===== config.mk =====
export PLATFORM = sky130hd
export DESIGN_NAME = pick_controller
export DESIGN_NICKNAME = d
export VERILOG_FILES = /design/src/rtl/pick_controller_pkg.sv /design/src/rtl/pick_controller_frame_tick.sv /design/src/rtl/pick_controller.sv
export SDC_FILE = /design/constraint.sdc
export NUM_CORES = 1
export LEC_CHECK = 0
export BUFFER_PORTS_ARGS = -buffer_cell sky130_fd_sc_hd__buf_2
export CAP_MARGIN = 20
export CORE_AREA = 2 2 68 76
export DETAILED_ROUTE_END_ITERATION = 10
export DIE_AREA = 0 0 70 78
export GPL_TIMING_DRIVEN = 0
export PLACE_DENSITY = 0.85
export SLEW_MARGIN = 5
export SYNTH_ARGS = -nofsm -noshare
export SYNTH_HDL_FRONTEND = slang
export SYNTH_SLANG_ARGS = --single-unit

===== constraint.sdc =====
create_clock -name Clk -period 4.02 [get_ports Clk]
set_input_delay 0 -clock Clk [delete_from_list [all_inputs] [get_ports Clk]]
set_output_delay 0 -clock Clk [all_outputs]
set_load 0.02 [all_outputs]

===== src/rtl/pick_controller_pkg.sv =====
// Shared keycodes, FSM encodings and default pick geometry for the lock-pick
// controller and its frame-tick helper.
package pick_pkg;

  localparam logic [7:0] KEY_W     = 8'h1A;
  localparam logic [7:0] KEY_S     = 8'h16;
  localparam logic [7:0] KEY_A     = 8'h04;
  localparam logic [7:0] KEY_D     = 8'h07;
  localparam logic [7:0] KEY_SPACE = 8'h2C;

  typedef enum logic [1:0] {
    P_OUT  = 2'd0,
    P_MOVE = 2'd1,
    P_IN   = 2'd2,
    P_TRY  = 2'd3
  } pick_state_t;

  typedef enum logic {
    DIR_INSERT  = 1'b0,
    DIR_RETRACT = 1'b1
  } pick_dir_t;

  localparam int X_OUT_DEF      = 600;
  localparam int X_IN_DEF       = 480;
  localparam int X_STEP_DEF     = 8;
  localparam int Y_MIN_DEF      = 32;
  localparam int Y_MAX_DEF      = 479;
  localparam int Y_STEP_DEF     = 4;
  localparam int Y_INIT_DEF     = 46;
  localparam int TRY_FRAMES_DEF = 2;

endpackage


===== src/rtl/pick_controller_frame_tick.sv =====
// Brings the asynchronous frame clock into the Clk domain and emits a single
// Clk-wide pulse on each of its rising edges.
module frame_tick (
  input  logic clk_i,
  input  logic rst_n_i,
  input  logic async_i,
  output logic tick_o
);

  logic sync1_q, sync2_q, prev_q;

  always_ff @(posedge clk_i) begin
    if (!rst_n_i) begin
      sync1_q <= 1'b0;
      sync2_q <= 1'b0;
      prev_q  <= 1'b0;
    end else begin
      sync1_q <= async_i;
      sync2_q <= sync1_q;
      prev_q  <= sync2_q;
    end
  end

  assign tick_o = sync2_q & ~prev_q;

endmodule


===== src/rtl/pick_controller.sv =====
// Keyboard-driven lock-pick motion: insert/probe/retract FSM advanced once per
// video frame, producing pick position and the active-low open-attempt strobe.
module pick_controller
  import pick_pkg::*;
#(
  parameter int X_OUT      = X_OUT_DEF,
  parameter int X_IN       = X_IN_DEF,
  parameter int X_STEP     = X_STEP_DEF,
  parameter int Y_MIN      = Y_MIN_DEF,
  parameter int Y_MAX      = Y_MAX_DEF,
  parameter int Y_STEP     = Y_STEP_DEF,
  parameter int Y_INIT     = Y_INIT_DEF,
  parameter int TRY_FRAMES = TRY_FRAMES_DEF
) (
  input  logic       Clk,
  input  logic       reset,
  input  logic       frame_clk,
  input  logic       level_active,
  input  logic [7:0] keycode,
  output logic [9:0] pickY,
  output logic [9:0] pickLRx,
  output logic       openner,
  output logic [1:0] pick_state
);

  localparam logic [9:0]  XOUT10  = 10'(X_OUT);
  localparam logic [9:0]  XIN10   = 10'(X_IN);
  localparam logic [9:0]  XSTEP10 = 10'(X_STEP);
  localparam logic [9:0]  YMIN10  = 10'(Y_MIN);
  localparam logic [9:0]  YMAX10  = 10'(Y_MAX);
  localparam logic [9:0]  YSTEP10 = 10'(Y_STEP);
  localparam logic [9:0]  YINIT10 = 10'(Y_INIT);
  localparam logic [10:0] XOUT11  = 11'(X_OUT);
  localparam logic [10:0] XIN11   = 11'(X_IN);
  localparam logic [10:0] XSTEP11 = 11'(X_STEP);
  localparam logic [10:0] YMIN11  = 11'(Y_MIN);
  localparam logic [10:0] YMAX11  = 11'(Y_MAX);
  localparam logic [10:0] YSTEP11 = 11'(Y_STEP);
  localparam logic [7:0]  TRY_LD  = 8'(TRY_FRAMES - 1);

  pick_state_t state_q;
  pick_dir_t   dir_q;
  logic [9:0]  pickY_q, pickLRx_q;
  logic        openner_q, space_armed_q;
  logic [7:0]  try_cnt_q;
  logic        tick;

  frame_tick u_tick (
    .clk_i   (Clk),
    .rst_n_i (reset),
    .async_i (frame_clk),
    .tick_o  (tick)
  );

  // 11-bit arithmetic so saturation tests cannot wrap at the 10-bit limit.
  logic [10:0] y_ext, x_ext;
  logic [9:0]  y_up_d, y_dn_d, y_key_d;
  logic        ins_done, ret_done, attempt;

  assign y_ext    = {1'b0, pickY_q};
  assign x_ext    = {1'b0, pickLRx_q};
  assign y_up_d   = (y_ext < YMIN11 + YSTEP11) ? YMIN10 : pickY_q - YSTEP10;
  assign y_dn_d   = (y_ext + YSTEP11 > YMAX11) ? YMAX10 : pickY_q + YSTEP10;
  assign y_key_d  = (keycode == KEY_W) ? y_up_d :
                    (keycode == KEY_S) ? y_dn_d : pickY_q;
  assign ins_done = (x_ext <= XIN11 + XSTEP11);
  assign ret_done = (x_ext + XSTEP11 >= XOUT11);
  assign attempt  = tick && level_active && (state_q == P_IN) &&
                    (keycode == KEY_SPACE) && space_armed_q;

  always_ff @(posedge Clk) begin
    if (!reset) begin
      state_q       <= P_OUT;
      dir_q         <= DIR_INSERT;
      pickLRx_q     <= XOUT10;
      pickY_q       <= YINIT10;
      openner_q     <= 1'b1;
      space_armed_q <= 1'b1;
      try_cnt_q     <= '0;
    end else begin
      if (attempt)                space_armed_q <= 1'b0;
      else if (keycode != KEY_SPACE) space_armed_q <= 1'b1;

      if (tick && !level_active) begin
        openner_q <= 1'b1;
        try_cnt_q <= '0;
        if (state_q == P_OUT) begin
          pickLRx_q <= XOUT10;
        end else if (state_q == P_MOVE && dir_q == DIR_RETRACT) begin
          if (ret_done) begin
            pickLRx_q <= XOUT10;
            state_q   <= P_OUT;
          end else begin
            pickLRx_q <= pickLRx_q + XSTEP10;
          end
        end else begin
          state_q <= P_MOVE;
          dir_q   <= DIR_RETRACT;
        end
      end else if (tick) begin
        unique case (state_q)
          P_OUT: begin
            pickLRx_q <= XOUT10;
            pickY_q   <= y_key_d;
            if (keycode == KEY_D) begin
              state_q <= P_MOVE;
              dir_q   <= DIR_INSERT;
            end
          end
          P_MOVE: begin
            if (dir_q == DIR_INSERT) begin
              if (keycode == KEY_A) begin
                dir_q <= DIR_RETRACT;
              end else if (ins_done) begin
                pickLRx_q <= XIN10;
                state_q   <= P_IN;
              end else begin
                pickLRx_q <= pickLRx_q - XSTEP10;
              end
            end else if (ret_done) begin
              pickLRx_q <= XOUT10;
              state_q   <= P_OUT;
            end else begin
              pickLRx_q <= pickLRx_q + XSTEP10;
            end
          end
          P_IN: begin
            if (attempt) begin
              state_q   <= P_TRY;
              openner_q <= 1'b0;
              try_cnt_q <= TRY_LD;
            end else if (keycode == KEY_A) begin
              state_q <= P_MOVE;
              dir_q   <= DIR_RETRACT;
            end else begin
              pickY_q <= y_key_d;
            end
          end
          P_TRY: begin
            if (try_cnt_q == '0) begin
              openner_q <= 1'b1;
              state_q   <= P_IN;
            end else begin
              try_cnt_q <= try_cnt_q - 8'd1;
            end
          end
          default: state_q <= P_OUT;
        endcase
      end
    end
  end

  assign pickY      = pickY_q;
  assign pickLRx    = pickLRx_q;
  assign openner    = openner_q;
  assign pick_state = state_q;

endmodule


==> impl_results.md, run 1 <==
* Status: complete, no violations
* Rows at 26
* Die area at 5460 um2
* Clk_lat worst skew at 0.30 ns
* Number of buffers created by CTS at 5
* Switching Fraction at 20.6%
* Critical path type: reg -> reg
* Share of cells above drive strength 1 at 15.4%
* Largest net degree at the start of global routing at 13
* P_sw at 0.178 mW
* Clk buf depth at 2
* CP required at 4.20 ns
* Syn Nets at 403
* Slew Limit Fails at 0
* Post-layout util at 72.0%
* Die height at 78 um
* Ports at 35
* Fin area at 3330 um2
* Setup TNS at 0 ns
* Ys Warns at 0
* Total track usage at 28.4%
* Setup crit start kind: flop
* # H-tree levels at 2
* CTS tree: done
* Peak supply drop at 0.000266 V
* Via count at 3080
* Yosys cell types at 75
* Final hold vios at 0
* Vias in the first global route at 2922
* Placed Area at 3160 um2
* Initial core utilization at 63.2%
* Area grow syn2layout at 14.0%
* Initial drt markers at 219
* Pre-antenna DRT Iters at 6
* GR Overflow Total at 0
* LEAKAGE at 1.34 nW
* DR vias/cell at 6.44
* Seq cells post-synth at 36
* Core ar. at 4620 um2
* Seq pwr share at 41.7%
* First-pass GRT wire length at 12800 um
* CTS sink cnt at 36
* Endpoints failing setup at 0
* # resized after CTS at 0
* Port bufs at 34
* Gate power share at 5.8%
* DP Worst Slack at 1.49 ns
* Worst R2R Setup Slack at 1.43 ns
* Initial antenna violation count at 0
* Number of enable flip-flop cells after synthesis at 0
* Power per cell area at 260 nW/um2
* Gate Count Post-Synth at 379
* Placer Congestion at 0.937
* Aggregate routed wire length at 7840 um
* WL per Instance at 16.4 um
* Worst reg2reg path depth at 10
* PnR worst setup slack at 1.43 ns
* Crit path time final at 2.59 ns
* CP max FO at 10
* Async S/R FF share, synth at 0%
* DRT antenna net count at 0
* Max Cap Viol at 0
* Clk root buf: clkbuf_8
* Int Power at 0.687 mW
* HPWL after DPL at 5710 um
* Clock skew at 0.0111 ns
* Total power at 0.865 mW
* Fmax at 385 MHz
* Post-synthesis cell area at 2920 um2
* Seq/Total Area, Yosys at 24.7%
* RSZ-0062 raised after global routing: false
* Max_slew headroom at 56.9%
* Fin nets at 445
* Clock Power Share at 52.5%
* Clock-pin slew on the worst setup and hold paths at 0.08 ns
* Drc violations at 0
* Final Cycle Share at 64.5%
* Syn avg cell area at 7.70 um2
* Worst Path Arrival at 2.78 ns
* Critical Path End Type: flop
* Die X at 70 um
* Ant. Diodes at 0
* Hold path cells at 4
* Post-synth top flop: dfxtp_1
* Hold/Removal Path Class: in -> reg
* Least-Margin Pin Slew at 0.643 ns
-- metal layers --
layer	up-vias	GRT usage [%]	wire, um
met2	147	50.5	3980
li1	1488	-	-
met5	-	0	0
met3	29	5.19	480
met4	0	15.8	209
met1	1416	31.6	3170
-- power by group through the flow --
| stage | registers (mW) | clock network [mW] | logic [mW] |
|---|---|---|---|
| 2_1_floorplan | 0.370 | 0 | 0.0288 |
| 3_3_place_gp | 0.369 | 0 | 0.0477 |
| 3_5_place_dp | 0.369 | 0 | 0.0484 |
| 4_1_cts | 0.361 | 0.456 | 0.0495 |
| 5_1_grt | 0.361 | 0.476 | 0.0544 |
| 6_report | 0.361 | 0.454 | 0.0505 |
-- cell families after synthesis --
logic type                 count (synthesis)  synth area share (%)
buffers and inverters                     41                  5.70
xor gates and xnor gates                  13                  3.90
and+or+nand+nor                          158                  31.3
adders and majority gates                 12                  5.15
AOI/OAI and AO/OA                        117                  28.6
DFF                                       36                  24.7
muxes                                      2                 0.729
-- worst max-delay path: stages, from the launching register on --
cell,delay (ns)
dfxtp_1,0.36
inv_1,0.14
ha_1,0.17
clkbuf_1,0.37
nor2_1,0.09
and4bb_2,0.38
and2_1,0.14
clkbuf_1,0.32
o21ai_0,0.13
a311oi_1,0.28
o31ai_1,0.11
-- cell usage after synthesis (4+ instances only) --
cell type  instances  share of area [%]
buf_2              4               0.69
xor2_1             5                1.5
and2_1            12                2.6
nor2b_1            7                1.5
o21ai_0           33                5.7
or3_1              5                1.1
and3_1            11                2.4
nor2_1            28                3.6
dfxtp_1           36                 25
clkbuf_1          17                2.2
a311oi_1           5                1.5
nor3_1            14                2.4
nand2_1           30                3.9
nand3_1           13                2.2
o31ai_1            5                1.3
ha_1              12                5.1
xnor2_1            8                2.4
o211ai_1           7                1.8
a21oi_1           18                3.1
inv_1             19                2.4
nand4_1            4               0.86
a31oi_1            9                1.9
-- placed cells by master, fill, tap and decap left out, types with 7 or more instances in the layout --
master / n
o211ai_1: 7
nor3_1: 14
and2_1: 12
clkbuf_1: 17
ha_1: 12
a31oi_1: 9
nor2_1: 28
nor2b_1: 7
nand3_1: 13
dfxtp_1: 36
and3_1: 11
nand2_1: 30
inv_1: 19
a21oi_1: 18
xnor2_1: 8
buf_2: 38
o21ai_0: 33
-- timing repair --
action	CTS	global route
hold endpoints to repair	1	0
hold buffers	1	0
buffers inserted	0	0
-- final cells by class --
cell class              instances  area (um2)
inverters                      19        71.3
plain buffers                  22        95.1
flip-flops and latches         36         721
well taps                      56        70.1
multi-input cells             302        2030
clock buffers                   5        68.8
clock inverters                 3        90.1
fillers                       398        1290
repair buffers                 35         180
-- flip-flops by register name (all words and copies together), names as in the netlist --
name / count
u_tick.sync2_q: 1
pick_state: 2
openner: 1
pickY: 10
u_tick.sync1_q: 1
space_armed_q: 1
pickLRx: 10
try_cnt_q: 8
u_tick.prev_q: 1
dir_q: 1
-- stage by stage --
step	hold WS, ns	instances
global placement	0.215	469
detailed placement	0.220	469
global route	0.0916	478
finish	0.0963	478
CTS	0.0925	478
floorplan	0.127	379
-- final timing paths --
path | start | to
max | pick_state[0] | pickY[3]
min | keycode[3] | pickY[1]
max reg2reg | pick_state[0] | pickY[3]
min reg2reg | pickLRx[1] | pickLRx[1]
Note: power is estimated with default switching activity, not from simulation.
==> run 2, diff against run 1 <==
ABC_AREA = 1   (was unset)
CORE_AREA = 2 2 72 81   (was 2 2 68 76)
DIE_AREA = 0 0 74 83   (was 0 0 70 78)
PLACE_DENSITY = 0.76   (was 0.85)
clock period = 2.2 ns   (was 4.02 ns; I/O delays follow)
==> run 2 against run 1 <==
  * Via count fell by 4.0%
  * Global-route usage down 5.6 points
  * Utilization down 12 points
  * Non-clock buffer count shrank 10
  * Critical path depth stayed put
  * Clock power is 14% higher
  * Combinational power rose to 3.0 times the previous value
  * Critical endpoint is now try_cnt_q[2]
  * Fmax up 31%
  * Flip-flop and latch count unchanged
  * Final area shrank 4.7%
  * Synthesized area fell by 5.0%
==> impl_results.md, run 2 <==
* HPWL after DPL at 5140 um
* Crit path top cell by count: inv_1
* Core ar. at 5290 um2
* Clk root buf: clkbuf_8
* Hold path cells at 3
* CP max stage delay at 0.35 ns
* Clk buf depth at 2
* Initial antenna violation count at 0
* Hold/Removal Path Class: in -> reg
* Total power at 1.34 mW
* DRT antenna net count at 0
* # H-tree levels at 2
* Via count at 2956
* Post-synthesis cell area at 2770 um2
* Initial core utilization at 52.4%
* Area contributors post-synth: dfxtp_1, nand2_1, inv_1, nand3_1, nor2_1
* Seq/Total Area, Yosys at 26.0%
* RSZ-0062 raised after global routing: false
* Port bufs at 34
* First-pass GRT wire length at 11400 um
* Final hold slack at 0.0505 ns
* Most common cell after layout, fill and taps aside: nand2_1
* Gate Count Post-Synth at 448
* Largest net degree at the start of global routing at 11
* GR Overflow Total at 0
* Placer Congestion at 0.896
* Syn Nets at 472
* Hold Crit Start: reset
* Setup TNS at 0 ns
* Clk_lat worst skew at 0.29 ns
* Post-synth top flop: dfxtp_1
* Async S/R FF share, synth at 0%
* Leading area contributor after synthesis: dfxtp_1
* WL per Instance at 11.9 um
* Critical path, cell by cell: inv_1 > ha_2 > inv_1 > nor3_2 > nand3_2 > a21oi_2 > nand2_2 > buf_6 > o21ai_0 > a21oi_1
* Worst R2R Setup Slack at 0.22 ns
* Slew Limit Fails at 0
* Hold endpoint: pickY[9]
* CTS sink cnt at 36
* Fmax at 505 MHz
* Crit path time final at 1.98 ns
* Most frequent cells in the layout: nand2_1, inv_1, nor2_1
* Ant. Diodes at 0
* Drc violations at 0
* Critical Path End Type: flop
* Status: complete, no violations
* Peak supply drop at 0.000380 V
* Critical path type: reg -> reg
* Max_slew headroom at 61.6%
* Seq cells post-synth at 36
* Post-layout util at 60.0%
* Vias in the first global route at 2679
* Top-count cell post-synth: nand2_1
* Pre-antenna DRT Iters at 4
* Die height at 83 um
* Area grow syn2layout at 14.4%
* Fin nets at 514
* Worst r2r dst: try_cnt_q[2]
* Final Cycle Share at 90.0%
* Rows at 28
* Layout fillers at 515
* Fin area at 3170 um2
* Crit path max-delay cell type: dfxtp_2
* Max Cap Viol at 0
* Final hold vios at 0
* Least-Margin Pin Slew at 0.576 ns
* Endpoints failing setup at 0
* Worst reg2reg path depth at 10
* DR vias/cell at 5.23
* Clock skew at 0.0109 ns
* Die X at 74 um
* Reg-to-Reg Start: pick_state[0]
* Total track usage at 22.8%
* Ports at 35
* Syn avg cell area at 6.19 um2
* Setup crit start kind: flop
* CP max FO at 10
* Number of enable flip-flop cells after synthesis at 0
* LEAKAGE at 1.54 nW
* Placed Area at 3040 um2
* Initial drt markers at 227
* Share of the synthesized area in the top cell type at 26.0%
* Clock-pin slew on the worst setup and hold paths at 0.08 ns
* CP required at 2.37 ns
* Postcts setup bufs at 0
* Die area at 6140 um2
* Worst Path Arrival at 2.16 ns
* Power per cell area at 422 nW/um2
* Number of buffers created by CTS at 5
* Commonest cells post-synth: nand2_1, inv_1, nor2_1
* Aggregate routed wire length at 6750 um
* Share of cells above drive strength 1 at 15.3%
* Ys Warns at 0
* CTS tree: done
* Yosys cell types at 38
-- run 2: changes by cell type after synthesis, moves of 6 or more --
cell      change
a21oi_1      +15
a31oi_1       -8
and2_1       -12
and3_1       -10
clkbuf_1     -14
inv_1        +47
nand2_1      +76
nand3_1      +27
nand4_1      +10
nor2_1       +24
nor2b_1       -7
nor3_1        -6
-- run 2: area by class of cell --
type	count	area, um2	share of cell area [%]
clock buffers	7	96.3	3.04
plain buffers	12	73.8	2.33
flip-flops and latches	36	728	23.0
inverters	67	251	7.93
multi-input cells	333	1750	55.1
well taps	75	93.8	2.96
repair buffers	35	180	5.68
-- run 2: through the flow --
stage | setup slack [ns] | instances
after floorplan | 0.255 | 448
after global placement | -0.0209 | 557
after detailed placement | -0.0172 | 557
after CTS | 0.0886 | 565
after global routing | 0.0247 | 565
final | 0.219 | 565
-- run 2: per-layer routing --
| layer | wire length (um) | global-route usage (%) |
|---|---|---|
| met1 | 2900 | 28.8 |
| met2 | 3210 | 37.7 |
| met3 | 431 | 2.67 |
| met4 | 207 | 10.6 |
| met5 | 0 | 0 |
-- run 2: worst max-delay path by stage --
stage | startpoint | slack (ns) | end
2_1_floorplan | pick_state[1] | 0.26 | try_cnt_q[2]
3_3_place_gp | pick_state[1] | -0.02 | pickLRx[3]
3_5_place_dp | pick_state[1] | -0.02 | pickLRx[5]
4_1_cts | pick_state[1] | 0.09 | pickLRx[5]
5_1_grt | pick_state[0] | 0.02 | try_cnt_q[2]
6_report | pick_state[0] | 0.22 | try_cnt_q[2]
-- run 2: kinds of logic (layout without fill, tap and decap cells) --
group | count (synthesis) | after routing | synth area share (%)
adder cells (fa/ha/maj) | 12 | 12 | 5.42
AND/OR/NAND/NOR | 234 | 234 | 37.9
buffers and inverters | 79 | 121 | 11.7
XOR/XNOR | 13 | 13 | 4.38
flip-flops | 36 | 36 | 26.0
AO/OA/AOI/OAI | 74 | 74 | 14.6
-- run 2: timing repair --
action	4_1_cts	5_1_grt
setup endpoints to repair	4	26
hold buffers	1	0
endpoints found under the hold margin	1	0
resized for setup	1	10
-- run 2: report_power, final --
group | switching, mW | internal (mW) | total [mW]
Clock | 0.240 | 0.279 | 0.519
Combinational | 0.0997 | 0.0497 | 0.149
Sequential | 0.00936 | 0.661 | 0.670
-- run 2: worst max-delay path, delay by kind of cell (launching register included) --
family          cells  cell delay (ns)
buf+inv             3             0.34
simple gates        3             0.48
compound gates      3             0.44
fa+ha+maj           1             0.24
flops               1             0.35
